<file path="config.mk">
export PLATFORM = sky130hd
export DESIGN_NAME = qm_pipe_seq
export DESIGN_NICKNAME = d
export VERILOG_FILES = /design/src/rtl/qm_pipe_seq.sv
export SDC_FILE = /design/constraint.sdc
export NUM_CORES = 2
export LEC_CHECK = 0
export BUFFER_PORTS_ARGS = -buffer_cell sky130_fd_sc_hd__buf_2
export CAP_MARGIN = 5
export CELL_PAD_IN_SITES_DETAIL_PLACEMENT = 0
export CELL_PAD_IN_SITES_GLOBAL_PLACEMENT = 2
export CORE_UTILIZATION = 42
export CTS_BUF_LIST = sky130_fd_sc_hd__clkbuf_8
export CTS_CLUSTER_DIAMETER = 150
export DETAILED_ROUTE_END_ITERATION = 6
export PLACE_DENSITY = 0.95
export SYNTH_ARGS = -nofsm -noshare
export SYNTH_HDL_FRONTEND = slang
export SYNTH_SLANG_ARGS = --single-unit
</file>
<file path="constraint.sdc">
create_clock -name clk -period 39.9 [get_ports clk]
set_input_delay 1.995 -clock clk [delete_from_list [all_inputs] [get_ports clk]]
set_output_delay 1.995 -clock clk [all_outputs]
set_load 0.02 [all_outputs]
</file>
<file path="src/rtl/qm_pipe_seq.sv">
// Time-multiplexed Hamilton quaternion multiplier on LANES sequential radix-4 Booth engines.
// Optional output clamping to the signed 2W-bit range with per-component sat flags: QM_PIPE_SAT_EN.
module qm_pipe_seq #(
  parameter int unsigned W     = 16,
  parameter int unsigned LANES = 4,
  localparam int unsigned QW   = 2*W+2
) (
  input  logic          clk,
  input  logic          rst,
  input  logic          in_valid,
  output logic          in_ready,
  input  logic          conj_b,
  input  logic [W-1:0]  a0,
  input  logic [W-1:0]  a1,
  input  logic [W-1:0]  a2,
  input  logic [W-1:0]  a3,
  input  logic [W-1:0]  b0,
  input  logic [W-1:0]  b1,
  input  logic [W-1:0]  b2,
  input  logic [W-1:0]  b3,
  output logic          out_valid,
  input  logic          out_ready,
  output logic [QW-1:0] q0,
  output logic [QW-1:0] q1,
  output logic [QW-1:0] q2,
  output logic [QW-1:0] q3,
  output logic          busy
`ifdef QM_PIPE_SAT_EN
  ,
  output logic [3:0]    sat
`endif
);

  localparam int unsigned R     = 16 / LANES;
  localparam int unsigned RW    = 4;
  localparam int unsigned STEPS = W / 2;
  localparam int unsigned CW    = $clog2(STEPS) + 1;
  localparam int unsigned PW    = W + 2;
  localparam int unsigned SW    = 2*W + 3;

`ifdef QM_PIPE_SAT_EN
  localparam logic signed [QW-1:0] SMAX = {3'b000, {(2*W-1){1'b1}}};
  localparam logic signed [QW-1:0] SMIN = {3'b111, {(2*W-1){1'b0}}};
`endif

  typedef enum logic [2:0] {IDLE, LOAD, MUL, ACC, DONE} state_t;

  state_t state_q, state_d;

  logic [W-1:0]         a_q [4];
  logic [W-1:0]         b_q [4];
  logic                 conj_q;
  logic [RW-1:0]        rnd_q;
  logic [CW-1:0]        step_q;
  logic signed [QW-1:0] acc_q [4];

  logic signed [PW-1:0] p_q  [LANES];
  logic [W-1:0]         m_q  [LANES];
  logic [W-1:0]         y_q  [LANES];
  logic                 yp_q [LANES];

  logic [3:0]           k_c    [LANES];
  logic signed [PW-1:0] mx_c   [LANES];
  logic signed [PW-1:0] add_c  [LANES];
  logic signed [SW-1:0] shf_c  [LANES];
  logic signed [QW-1:0] prod_c [LANES];
  logic signed [QW-1:0] acc_d  [4];
  logic signed [QW-1:0] res_c  [4];
`ifdef QM_PIPE_SAT_EN
  logic [3:0]           sat_c;
`endif

  // Product index handled by lane l in round r.
  function automatic logic [3:0] lane_k(input logic [RW-1:0] r, input int l);
    int kv;
    kv = int'(r) * int'(LANES) + l;
    return 4'(kv);
  endfunction

  // Terms a_i*b_j that enter their component with a minus sign (before conjugation).
  function automatic logic term_neg(input logic [3:0] k);
    case (k)
      4'd5, 4'd7, 4'd9, 4'd10, 4'd14, 4'd15: term_neg = 1'b1;
      default:                               term_neg = 1'b0;
    endcase
  endfunction

  always_ff @(posedge clk or posedge rst) begin
    if (rst) state_q <= IDLE;
    else     state_q <= state_d;
  end

  always_comb begin
    state_d = state_q;
    case (state_q)
      IDLE:    if (in_valid) state_d = LOAD;
      LOAD:    state_d = MUL;
      MUL:     if (step_q == CW'(STEPS-1)) state_d = ACC;
      ACC:     state_d = (rnd_q == RW'(R-1)) ? DONE : LOAD;
      DONE:    if (out_ready) state_d = IDLE;
      default: state_d = IDLE;
    endcase
  end

  // Booth step per lane and signed routing of lane products into the four accumulators.
  always_comb begin
    for (int d = 0; d < 4; d++) acc_d[d] = acc_q[d];
    for (int l = 0; l < int'(LANES); l++) begin
      k_c[l]  = lane_k(rnd_q, l);
      mx_c[l] = PW'($signed(m_q[l]));
      case ({y_q[l][1:0], yp_q[l]})
        3'b001, 3'b010: add_c[l] = mx_c[l];
        3'b011:         add_c[l] = mx_c[l] <<< 1;
        3'b100:         add_c[l] = -(mx_c[l] <<< 1);
        3'b101, 3'b110: add_c[l] = -mx_c[l];
        default:        add_c[l] = '0;
      endcase
      shf_c[l]  = $signed({p_q[l] + add_c[l], y_q[l], yp_q[l]}) >>> 2;
      prod_c[l] = QW'($signed({p_q[l][W-1:0], y_q[l]}));
      // conj(b) flips the sign of the term rather than negating b itself
      if (term_neg(k_c[l]) ^ (conj_q && (k_c[l][1:0] != 2'd0)))
        acc_d[k_c[l][3:2] ^ k_c[l][1:0]] = acc_d[k_c[l][3:2] ^ k_c[l][1:0]] - prod_c[l];
      else
        acc_d[k_c[l][3:2] ^ k_c[l][1:0]] = acc_d[k_c[l][3:2] ^ k_c[l][1:0]] + prod_c[l];
    end
  end

  always_comb begin
`ifdef QM_PIPE_SAT_EN
    sat_c = '0;
    for (int d = 0; d < 4; d++) begin
      res_c[d] = acc_d[d];
      if (acc_d[d] > SMAX) begin
        res_c[d] = SMAX;
        sat_c[d] = 1'b1;
      end else if (acc_d[d] < SMIN) begin
        res_c[d] = SMIN;
        sat_c[d] = 1'b1;
      end
    end
`else
    for (int d = 0; d < 4; d++) res_c[d] = acc_d[d];
`endif
  end

  always_ff @(posedge clk or posedge rst) begin
    if (rst) begin
      in_ready  <= 1'b1;
      out_valid <= 1'b0;
      busy      <= 1'b0;
      q0        <= '0;
      q1        <= '0;
      q2        <= '0;
      q3        <= '0;
`ifdef QM_PIPE_SAT_EN
      sat       <= '0;
`endif
      conj_q    <= 1'b0;
      rnd_q     <= '0;
      step_q    <= '0;
      for (int d = 0; d < 4; d++) begin
        a_q[d]   <= '0;
        b_q[d]   <= '0;
        acc_q[d] <= '0;
      end
      for (int l = 0; l < int'(LANES); l++) begin
        p_q[l]  <= '0;
        m_q[l]  <= '0;
        y_q[l]  <= '0;
        yp_q[l] <= 1'b0;
      end
    end else begin
      in_ready  <= (state_d == IDLE);
      out_valid <= (state_d == DONE);
      busy      <= (state_d != IDLE);
      case (state_q)
        IDLE: if (in_valid) begin
          a_q[0] <= a0;  a_q[1] <= a1;  a_q[2] <= a2;  a_q[3] <= a3;
          b_q[0] <= b0;  b_q[1] <= b1;  b_q[2] <= b2;  b_q[3] <= b3;
          conj_q <= conj_b;
          rnd_q  <= '0;
          for (int d = 0; d < 4; d++) acc_q[d] <= '0;
        end
        LOAD: begin
          step_q <= '0;
          for (int l = 0; l < int'(LANES); l++) begin
            m_q[l]  <= a_q[k_c[l][3:2]];
            y_q[l]  <= b_q[k_c[l][1:0]];
            yp_q[l] <= 1'b0;
            p_q[l]  <= '0;
          end
        end
        MUL: begin
          step_q <= step_q + CW'(1);
          for (int l = 0; l < int'(LANES); l++) begin
            p_q[l]  <= shf_c[l][SW-1:W+1];
            y_q[l]  <= shf_c[l][W:1];
            yp_q[l] <= shf_c[l][0];
          end
        end
        ACC: begin
          for (int d = 0; d < 4; d++) acc_q[d] <= acc_d[d];
          if (rnd_q == RW'(R-1)) begin
            q0 <= res_c[0];
            q1 <= res_c[1];
            q2 <= res_c[2];
            q3 <= res_c[3];
`ifdef QM_PIPE_SAT_EN
            sat <= sat_c;
`endif
          end else begin
            rnd_q <= rnd_q + RW'(1);
          end
        end
        default: ;
      endcase
    end
  end

endmodule
</file>
# [After elaboration in Yosys (flattened, before gate mapping)]
# Index checks and enable logic that the tools add are counted.
[classes] addsub=24 multipliers=0 n_div=0 magnitude_cmp=14 n_eq_ne=51 shift=0 n_mux=72 n_bitwise=16 n_reduce_logical=30
[op_table] operator="$bwmux 136" n=7
[op_table] operator="$mux 136" n=4
[op_table] operator="$mux 34" n=12
[op_table] operator="$pmux 18 s4" n=4
[op_table] operator="$bmux 34 s2" n=4
[op_table] operator="$demux 34 s2" n=4
[op_table] operator="$pmux 136 s2" n=1
[op_table] operator="$bmux 16 s2" n=7
[op_table] operator="$mux 16" n=14
[op_table] operator="$pmux 72 s2" n=1
[op_table] operator="$add 34x32->34" n=4
[op_table] operator="$pmux 64 s2" n=1
[op_table] operator="$sub 34x32->34" n=3
[op_table] operator="$add 18x18->18" n=4
[op_table] operator="$neg 16->18" n=4
[op_table] operator="$neg 17->18" n=4
[op_table] operator="$eq 4x4->1 const B" n=12
[op_table] operator="$eq 3x3->1 const B" n=14
[op_table] operator="$eq 3x2->1 const B" n=10
[op_table] operator="$ge 3x3->1 const B" n=10
[op_table] operator="$not 2->3" n=10
[op_table] operator="$eq 4x3->1 const B" n=7
[op_table] operator="$pmux 4 s2" n=3
[op_table] operator="$reduce_or 6->1" n=3
[op_table] operator="19 further kinds" n=60
[word_totals] regBits=619 latchBits=0 mem_bits_rw=0 romBits=0 in_bits=133 out_inout_bits=139 elab_cells=246 memories=0

# [Logic depth before layout (Yosys ltp)]
[depth] depth_word=25 mapped_depth=61 depth_no_buf=56

# [Worst setup path before layout]
# Ideal clock, no wire load.
[synth_path] path_type="register -> register" startpoint="reg rnd_q[0]" endpoint="reg acc_q[101] (netlist bit)" setup_time_ns=0.126 t_arrival_ns=12.874 t_required_ns=39.774 setup_slack_ns=26.900 path_stages_with_launch=54 n_path_buf=7 period_less_slack_ns=13.000 cell_sequence="dfrtp_1 > clkbuf_1 > clkbuf_1 > clkbuf_1 > buf_1 > mux4_2 > ha_1 > inv_1 > fa_1 > nor2b_1 > o21ai_1 > a21oi_1 > o41ai_1 > o21bai_1 > xor2_1 > mux2_2 > mux4_2 > ha_1 > (+18 left out) > o21ai_0 > xor2_1 > mux2_2 > mux4_2 > ha_1 > clkbuf_1 > nand3_1 > or3_1 > nor2_1 > a2111oi_0 > o211a_1 > o41ai_1 > a21o_1 > a311oi_1 > xnor2_1 > a21oi_1 > a21o_1 > a221o_1"
[synth_between] elab_chain_cells=25 elab_cells_between_ends=87 classes_between="add/sub (10); order compare (8); eq/ne (18); mux (34); bitwise (10); reduce/logical (7)"
[synth_lines] element="start, declared" line="53" source="logic [RW-1:0] rnd_q;"
[synth_lines] element="start signal, assigned" line="212" source="rnd_q <= rnd_q + RW'(1);"
[synth_lines] element="$not 2->3 (not written as such)" line="124" source="acc_d[k_c[l][3:2] ^ k_c[l][1:0]] = acc_d[k_c[l][3:2] ^ k_c[l][1:0]] + prod_c[l];"
[synth_lines] element="$bmux 34 s2, or another cell as far along" line="124"
[synth_lines] element="$mux 34 (not written as such) or $logic_and 1x1->1 (tied branches)" line="124"
[synth_lines] element="$mux 34 (not written as such)" line="124"
[synth_lines] element="$add 34x32->34 or $demux 34 s2 (tied branches)" line="124"
[synth_lines] element="$bwmux 136" line="124"
[synth_lines] element="$bmux 34 s2" line="122, 124"
[synth_lines] element="$mux 34 (not written as such) (2 in series)" line="122, 124"
[synth_lines] element="(+7 left out)"
[synth_lines] element="$bwmux 136, on equally long branches" line="124, 122"
[synth_lines] element="$mux 136" line="121" source="if (term_neg(k_c[l]) ^ (conj_q && (k_c[l][1:0] != 2'd0)))"
[synth_lines] element="$bmux 34 s2" line="122, 124"
[synth_lines] element="$mux 34 (not written as such) (2 in series)" line="122, 124"
[synth_lines] element="$add 34x32->34 or $sub 34x32->34 (tied branches)" line="124, 122"
[synth_lines] element="$bwmux 136, on equally long branches" line="124, 122"
[synth_lines] element="$mux 136 (*)" line="121"
[synth_lines] element="$pmux 136 s2 (*)" line="176" source="case (state_q)"
[synth_lines] element="end signal, assigned by index" line="164" source="acc_q[d] <= '0;"
[synth_lines] element="end, declared" line="55" source="logic signed [QW-1:0] acc_q [4];"
# Every way passes the cells marked *; elsewhere a longest branch is shown, timed or not. The select of a mux whose other input is x is not followed.
# A chain may end at the register's enable or synchronous reset.

# [Worst setup path after layout]
[layout_path] startpoint="reg rnd_q[1]" endpoint="reg acc_q[135] (netlist bit)"
# Same word-level chain as after synthesis.

==> key figures <==
Clock tree
  • Clk Latency, worst-skew pair: 0.83 ns
  • CTS tree: yes
  • Clk buf depth: 3
  • H-tree lvl count: 3
  • Postcts setup bufs: 0
  • Post-CTS sizing: 0
  • Num Clock Sinks: 563
  • Worst-path clk slew: 0.07 ns
  • Clk root buf: clkbuf_8
  • Cts hold-fix bufs: 0
  • Total CTS buffers: 106

Synth
  • Mapped cell area: 0.04826 mm^2
  • Asr flop ratio synth: 100.0%
  • Synth Area in Simple Gates: 15.21%
  • Most frequent cell after synthesis: nand2_1
  • Post-synth cell types: 91
  • Post-synth EDFFs: 0
  • Proportion of synthesized area in mux cells: 15.00%
  • Synth top area share: 29.14%
  • Largest area contributor in the netlist: dfrtp_1
  • Yosys Warn Count: 0
  • Synth Flop Type: dfrtp_1
  • Compound-Gate Fraction of Synth Area: 22.29%
  • Flop and latch count out of synthesis: 563
  • Syn avg cell area: 8.323 um^2
  • Synth Area in Adders: 8.365%
  • Largest family of logic cells by synthesized area: compound AO/OA/AOI/OAI gates
  • Ranking of synthesized cells by instance count: 924 x nand2_1, 562 x dfrtp_1, 503 x a21oi_1
  • Synth Instances: 5798
  • Seq/Total Area, Yosys: 29.20%
  • Synth Area in XOR/XNOR: 4.486%
  • Top cells by area, synth: dfrtp_1 29%, ha_1 7.9%, nand2_1 7.2%
  • Mapped Nets: 6247

Timing
  • Crit share post-route: 40.41%
  • Final hold violation count: 0
  • Post-layout min period: 16.12 ns
  • Final hold slack: 0.4643 ns
  • Max Slew Vio Count: 0
  • F_max: 0.06202 GHz
  • Clk_skew: 0.09529 ns
  • Final setup fails: 0
  • Worst-Margin Slew: 1.193 ns
  • Setup TNS: 0 ns
  • RSZ-0062 raised after global routing: false
  • Rel. slew slack: 20.44%

Placed design
  • HPWL after DPL: 139700 um
  • Dpl cells: 7232
  • Final Wtd Congestion: 0.9786
  • IO buf count: 271

Layout
  • Synth-to-layout area growth: 10.08%
  • Fill cells: 11316
  • Sequential cell area: 0.01410 mm^2
  • Area of the multi-input gates: 0.03171 mm^2
  • Fin cells: 7427
  • Share of layout cells above drive strength 1: 15.13%
  • Nets@finish: 6289

Worst setup path
  • Critical path buffer and inverter count: 3
  • CP max stage cell: dfrtp_4
  • Crit Path Category: reg -> reg
  • CP Max Fanout: 48
  • Arr. time, crit path: 16.87 ns
  • Delay-heaviest family, CP: compound AO/OA/AOI/OAI gates
  • Slowest stage delay, CP: 0.94 ns
  • Kind of start point of the critical path: flip-flop
  • Critical path required time: 40.65 ns
  • Crit end category: flip-flop

Flow run
  • Maximum capacitance violations: 0

Global route
  • Vias in the first global route: 43782
  • Largest net degree at the start of global routing: 140
  • Grt total ovfl: 0
  • First-pass GRT wire length: 280800 um
  • Antenna violations before repair: 4
  • Overall routing resource usage: 31.76%

Floorplan
  • Horiz. Die Dim: 341.0 um
  • Placeable Area: 0.1133 mm^2
  • Die footprint: 0.1163 mm^2
  • Die span in y: 341.0 um
  • Row cnt: 123
  • Initial core utilization: 42.60%
  • I/O pin count: 272

Drt
  • Detailed Route Iter0 Violations: 4530
  • Met2 WL post-DR: 85210 um
  • Wirelength, routed: 187300 um
  • Post-Route M1 WL: 76400 um
  • Routed Antenna Nets: 0
  • Wire length on met3: 11250 um
  • Vias post-DR: 45164
  • Vias/cell: 6.081
  • Routed WL per cell: 25.22 um
  • Residual DRC count: 0
  • DR top layer: met4
  • DRT Pass-1 Iters: 6

Run status
  • Run status: complete, no violations

Hold path
  • Hold WC Path Type: reg -> reg
-- through the flow --
step | util, % | cell area [um^2] | setup slack, ns
after floorplan | - | 48260 | 22.16
after global placement | 44.80 | 50740 | 24.08
after detailed placement | 44.80 | 50740 | 24.17
after CTS | 46.89 | 53110 | 24.10
after global routing | 46.89 | 53110 | 22.94
final | 46.90 | 53120 | 23.78
-- registers in the layout (all words and copies together) (netlist names) --
name / cells
state_q: 3
in_ready: 1
out_valid: 1
busy: 1
q0: 34
conj_q: 1
p_q: 64
q1: 34
b_q: 64
a_q: 64
prod_c: 64
q3: 34
yp_q: 4
acc_q: 136
q2: 34
step_q: 4
rnd_q: 4
m_q: 16
-- tightest hold or removal path, delay by kind of cell, from the launching register on --
kind	cells	cell delay, ns
flops	1	0.37
compound gates	1	0.06
simple gates	1	0.05
-- metal layers --
layer / global-route usage (%) / vias up
li1: - / 20846
met1: 40.23 / 21983
met2: 50.44 / 1876
met3: 3.988 / 459
met4: 22.11 / 0
met5: 0 / -
-- cells in the final DEF, fill, tap and decap left out, types with 60 or more instances in the layout --
cell / instances
a211oi_1: 102
a21o_1: 96
a21oi_1: 503
a22o_1: 65
buf_2: 271
buf_4: 80
clkbuf_8: 129
dfrtp_1: 560
ha_1: 301
inv_1: 293
mux2_2: 200
mux2i_1: 226
mux4_2: 121
nand2_1: 923
nand2b_1: 67
nor2_1: 417
nor3_1: 60
o21ai_0: 436
o22ai_1: 82
xnor2_1: 174
xor2_1: 62
-- final timing paths --
kind / from / to / slack, ns / cells after the start
max reg2reg: rnd_q[1] / acc_q[135] / 23.78 / 51
min in group asynchronous: rst / b_q[19] / 1.41 / 2
max: rnd_q[1] / acc_q[135] / 23.78 / 51
min reg2reg: prod_c[70] / prod_c[68] / 0.46 / 2
max in group asynchronous: rst / acc_q[25] / 35.54 / 5
min: prod_c[70] / prod_c[68] / 0.46 / 2
-- final cells by class --
| type | instances | share of cell area, % |
|---|---|---|
| antenna | 4 | 0.01884 |
| sequential | 563 | 26.54 |
| clock inverter | 62 | 1.114 |
| timing repair buffer | 354 | 3.797 |
| clock buffer | 129 | 3.342 |
| inverter | 274 | 1.957 |
| tap | 1500 | 3.533 |
| multi-input combinational | 4541 | 59.70 |
-- cells by family (layout without fill, tap and decap cells) --
group	Yosys count	after routing
multiplexers	547	547
XOR/XNOR	244	244
other	0	4
buffers and inverters	694	819
flip-flops	563	563
AO/OA/AOI/OAI	1714	1714
adder cells (fa/ha/maj)	316	316
AND/OR/NAND/NOR	1720	1720
Power is not shown: default switching activity piles up to over one toggle a cycle in this logic, so the estimate is an artifact.
